[src/rtl/pc_sequencer.sv]
// Phase-FSM instruction sequencer (FETCH/DECODE/EXEC/MEM/WB/NEXT) driving IR, memory, regfile and PC strobes.
// Optional performance counters (instr_retired, cycle_count) are enabled by defining SEQ_PERF_EN.
module pc_sequencer #(
  parameter int D           = 12,
  parameter int EXEC_CYCLES = 4
) (
  input  logic         clk,
  input  logic         reset,
  input  logic         start,
  input  logic         halt,
  input  logic         is_mem,
  input  logic         mem_ready,
  input  logic         branch_taken,
  input  logic [D-1:0] branch_target,
  output logic         ir_load,
  output logic         mem_req,
  output logic         reg_we,
  output logic         pc_inc,
  output logic         pc_load,
  output logic [D-1:0] pc_target,
  output logic [2:0]   state,
`ifdef SEQ_PERF_EN
  output logic [15:0]  instr_retired,
  output logic [15:0]  cycle_count,
`endif
  output logic         busy,
  output logic         halted
);

  typedef enum logic [2:0] {
    S_IDLE   = 3'd0,
    S_FETCH  = 3'd1,
    S_DECODE = 3'd2,
    S_EXEC   = 3'd3,
    S_MEM    = 3'd4,
    S_WB     = 3'd5,
    S_NEXT   = 3'd6,
    S_HALTED = 3'd7
  } state_e;

  localparam int              CW        = $clog2(EXEC_CYCLES + 1);
  localparam logic [CW-1:0]   EXEC_LAST = CW'(EXEC_CYCLES);
  localparam logic [CW-1:0]   EXEC_ONE  = CW'(1);

  state_e         state_q;
  logic [CW-1:0]  exec_cnt_q;
  logic           branch_q;
  logic [D-1:0]   pc_target_q;
  logic           ir_load_q;
  logic           mem_req_q;
  logic           reg_we_q;
  logic           pc_inc_q;
  logic           pc_load_q;
  logic           busy_q;
  logic           halted_q;

  // Each strobe register is loaded with the value that belongs to the state being
  // entered, so outputs are a registered decode of state with no output glitches.
  always_ff @(posedge clk or negedge reset) begin
    if (!reset) begin
      state_q     <= S_IDLE;
      exec_cnt_q  <= '0;
      branch_q    <= 1'b0;
      pc_target_q <= '0;
      ir_load_q   <= 1'b0;
      mem_req_q   <= 1'b0;
      reg_we_q    <= 1'b0;
      pc_inc_q    <= 1'b0;
      pc_load_q   <= 1'b0;
      busy_q      <= 1'b0;
      halted_q    <= 1'b0;
    end else begin
      // NOTE: non-blocking assignments everywhere here, so every branch reads the
      // pre-edge state and the default strobe clears below cannot race the case.
      ir_load_q <= 1'b0;
      mem_req_q <= 1'b0;
      reg_we_q  <= 1'b0;
      pc_inc_q  <= 1'b0;
      pc_load_q <= 1'b0;
      case (state_q)
        S_IDLE: begin
          if (start) begin
            state_q   <= S_FETCH;
            ir_load_q <= 1'b1;
            busy_q    <= 1'b1;
          end
        end
        S_FETCH: state_q <= S_DECODE;
        S_DECODE: begin
          if (halt) begin
            state_q  <= S_HALTED;
            busy_q   <= 1'b0;
            halted_q <= 1'b1;
          end else begin
            state_q    <= S_EXEC;
            exec_cnt_q <= EXEC_ONE;
          end
        end
        S_EXEC: begin
          if (exec_cnt_q == EXEC_LAST) begin
            exec_cnt_q <= '0;
            branch_q   <= branch_taken;
            if (branch_taken) pc_target_q <= branch_target;
            if (is_mem) begin
              state_q   <= S_MEM;
              mem_req_q <= 1'b1;
            end else begin
              state_q  <= S_WB;
              reg_we_q <= 1'b1;
            end
          end else begin
            exec_cnt_q <= exec_cnt_q + EXEC_ONE;
          end
        end
        S_MEM: begin
          if (mem_ready) begin
            state_q  <= S_WB;
            reg_we_q <= 1'b1;
          end else begin
            mem_req_q <= 1'b1;
          end
        end
        S_WB: begin
          state_q   <= S_NEXT;
          pc_inc_q  <= ~branch_q;
          pc_load_q <= branch_q;
        end
        S_NEXT: begin
          state_q   <= S_FETCH;
          ir_load_q <= 1'b1;
          branch_q  <= 1'b0;
        end
        S_HALTED: state_q <= S_HALTED;
        default: begin
          state_q  <= S_IDLE;
          busy_q   <= 1'b0;
          halted_q <= 1'b0;
        end
      endcase
    end
  end

  assign state     = state_q;
  assign ir_load   = ir_load_q;
  assign mem_req   = mem_req_q;
  assign reg_we    = reg_we_q;
  assign pc_inc    = pc_inc_q;
  assign pc_load   = pc_load_q;
  assign pc_target = pc_target_q;
  assign busy      = busy_q;
  assign halted    = halted_q;

`ifdef SEQ_PERF_EN
  logic [15:0] instr_retired_q;
  logic [15:0] cycle_count_q;

  // Both counters saturate rather than wrap so a long run never reads as a short one.
  always_ff @(posedge clk or negedge reset) begin
    if (!reset) begin
      instr_retired_q <= '0;
      cycle_count_q   <= '0;
    end else begin
      if (state_q == S_NEXT && instr_retired_q != 16'hFFFF)
        instr_retired_q <= instr_retired_q + 16'd1;
      if (busy_q && cycle_count_q != 16'hFFFF)
        cycle_count_q <= cycle_count_q + 16'd1;
    end
  end

  assign instr_retired = instr_retired_q;
  assign cycle_count   = cycle_count_q;
`endif

  pc_strobes_exclusive: assert property (@(posedge clk) disable iff (!reset) !(pc_inc && pc_load));
  halted_not_busy:      assert property (@(posedge clk) disable iff (!reset) !(halted && busy));

endmodule

[config.mk]
export PLATFORM = sky130hd
export DESIGN_NAME = pc_sequencer
export DESIGN_NICKNAME = d
export VERILOG_FILES = /design/src/rtl/pc_sequencer.sv
export SDC_FILE = /design/constraint.sdc
export NUM_CORES = 1
export LEC_CHECK = 0
export BUFFER_PORTS_ARGS = -buffer_cell sky130_fd_sc_hd__buf_4
export CAP_MARGIN = 10
export CORE_ASPECT_RATIO = 1.75
export CORE_UTILIZATION = 48
export DETAILED_ROUTE_END_ITERATION = 7
export PLACE_DENSITY = 0.87
export SLEW_MARGIN = 20
export SYNTH_ARGS = -nofsm -noshare
export SYNTH_HDL_FRONTEND = slang
export SYNTH_SLANG_ARGS = --single-unit
[constraint.sdc]
create_clock -name clk -period 2.25 [get_ports clk]
set_clock_uncertainty 0.2 [all_clocks]
set_input_delay 0.45 -clock clk [delete_from_list [all_inputs] [get_ports clk]]
set_output_delay 0.45 -clock clk [all_outputs]
set_load 0.1 [all_outputs]
==> flow_summary.toml <==
[synthesis]
synth_compound_area_frac = 0.117
ys_types = 32
yosys-mux-area-fraction = 0.151
synth.top_cell.area_share = 0.550
yosysSeqAreaShare = 0.550
synth_fa_ha_area_frac = 0.0211
synthesis.area_sq_mm = 0.00118
synth-simple-area-share = 0.108
synth_seq_cells = 26
avgSynthCellArea_sq_um = 13.0
syn-instance-count = 91
ys_warn_count = 0
synthTopCellsByArea = "dfrtp_1 55%, mux2_4 11%, o21ai_0 3.0%"
synth-xor-area-share = 0
syn_nets = 112
synth_top_cell_by_area = "dfrtp_1"
synth_top_family_by_area = "multiplexers"

[timing]
min_period_over_period = 0.888
finalSetupViolations = 0
fin_tns_setup_ns = 0
setup_slack_ns = 0.253
fmax_mhz = 501
rsz0062_at_grt = "no"
slew_viol_final = 0
min_period_ns = 2.00
hold_viol = 0
worst_pin_slew_ns = 0.470
slew_headroom = 0.686

[status]
status = "finished, final reports clean"

[setup_path]
critPathSlowestCell = "dfrtp_1"
critPathLaunchType = "register"
reg2reg_slack_ns = 0.25
reg2reg_depth = 5
crit_path_max_incr_delay_ns = 0.39
criticalPathCategory = "register to register"
critPathCaptureType = "register"
critical_path_required_ns = 2.21
reg2reg_from = "exec_cnt_q[0]"
worstPathCellList = "inv_1 > ha_1 > nand3_2 > nor2_4 > mux2_2"
cp_max_fo = 13
reg2reg_to = "pc_target[3]"
worstPathArrival_ns = 1.96

[worst_hold_path]
min-delay-start = "mem_ready"
hold_depth = 2
hold_end = "mem_req"
hold_class = "input pin to register"

[flow_run]
maxCapViolations = 0

[global_route]
track_usage = 0.214
grt_pass1_vias = 870
antenna_found_initial = 0
grt_max_degree = 27
gr-total-overflow = 0
grt_pass1_wl_um = 3930

[floorplanning]
die_w_um = 39.5
fp.coreArea_sq_mm = 0.00230
initial_core_util = 0.514
ioPinCount = 41
dieArea_sq_mm = 0.00268
die_h_um = 67.7
rows = 23

[placement]
dpl_worst_slack_ns = 0.269
hpwl_um = 1940
place_congestion = 0.807
numPortBuffers = 40

[cts]
clk_pin_slew_ns = 0.08
cts_tree = "yes"
clock_latency_ns = 0.27
cts_max_level = 1
numCtsBuffers = 3
cts.sinks = 26
hold_buffers = 1
post_cts_buffers = 0
ctsResizeCount = 0
cts_root_buf = "clkbuf_8"
ctsLongestPathBuffers = 2

[routing]
wl_per_cell_um = 16.0
via_per_inst = 5.49
num_vias = 878
firstDrtPassIters = 4
wirelength_um = 2570
antenna_left = 0
drt_iter0_drc = 23
drc = 0

[layout]
nNetsFinal = 157
nFillCells = 170
regArea_sq_um = 651
multi_input_area_sq_um = 470
diodes = 0
area_growth_pct = 32.0
drive_above_1_share = 0.467
-- critical path: cells and delay by family, from the launching register on --
family / cells / cell delay (ns)
AND/OR/NAND/NOR: 2 / 0.51
flip-flops: 1 / 0.39
multiplexers: 1 / 0.39
adder cells (fa/ha/maj): 1 / 0.27
buffers and inverters: 1 / 0.12
-- layer usage --
metal / vias to the layer above / part of all wire / GRT usage
li1: 409 / - / -
met1: 419 / 0.36 / 0.240
met2: 48 / 0.54 / 0.398
met3: 2 / 0.080 / 0.0197
met4: 0 / 0.011 / 0.0690
met5: - / 0 / 0
-- flip-flops by register name, summed over array words and instances, names as in the netlist --
signal,flops
branch_q,1
busy,1
exec_cnt_q,3
halted,1
ir_load,1
mem_req,1
pc_inc,1
pc_load,1
pc_target,12
reg_we,1
state,3
-- cells in the mapped netlist, drive strengths merged --
library cell and number:
dfrtp 26, nor2 1, o22ai 1, o21bai 1
inv 6, nor3b 1, nand2 5, nand2b 3
and3 1, a21oi 3, mux2 12, a31oi 1
nor2b 3, ha 2, nor4 1, nand3 3
o32ai 1, a21boi 1, a22oi 1, nand3b 1
o21ai 7, a211oi 1, o2bb2ai 1, buf 4
a32o 1, mux2i 1, a311o 1, a21o 1
-- how the worst max path moves through the flow --
stage / endpoint / slack (ns) / depth (start not counted) / from
4_1_cts: pc_target[4] / 0.24 / 5 / exec_cnt_q[0]
3_5_place_dp: pc_target[4] / 0.27 / 5 / exec_cnt_q[0]
6_report: pc_target[3] / 0.25 / 5 / exec_cnt_q[0]
2_1_floorplan: pc_target[0] / 0.14 / 4 / state[1]
3_3_place_gp: pc_target[2] / 0.37 / 5 / exec_cnt_q[0]
5_1_grt: pc_target[4] / 0.16 / 5 / exec_cnt_q[0]
-- logic make-up (layout without fill, tap and decap cells) --
kind of cell | count (synthesis) | after routing
AO/OA/AOI/OAI | 21 | 21
multiplexers | 13 | 13
flip-flops | 26 | 26
buffers and inverters | 10 | 54
adder cells (fa/ha/maj) | 2 | 2
AND/OR/NAND/NOR | 19 | 19
-- placed cells by master, fill, tap and decap left out, types with 3 or more instances in the layout --
cell type and n:
buf_4 43, dfrtp_1 26, mux2_4 9, o21ai_0 7, inv_1 6, nand2_1 5
clkbuf_8 4, nor2b_1 3, nand2b_1 3, a21oi_1 3, mux2_2 3
-- layout make-up --
cell class                      instances  share of cell area
Sequential cell                        26               0.416
Multi-Input combinational cell         55               0.301
Timing Repair Buffer                   44               0.213
Clock buffer                            4              0.0352
Tap cell                               25              0.0200
Inverter                                6              0.0144
-- through the flow --
step / cells / cell area [sq um] / hold WS [ns] / util
3_5_place_dp: 155 / 1500 / 0.173 / 0.651
2_1_floorplan: 91 / 1180 / -0.0456 / -
6_report: 160 / 1560 / 0.200 / 0.679
5_1_grt: 160 / 1560 / 0.202 / 0.679
3_3_place_gp: 155 / 1500 / 0.163 / 0.651
4_1_cts: 160 / 1560 / 0.194 / 0.679
Power is not shown: default switching activity piles up to over one toggle a cycle in this logic, so the estimate is an artifact.
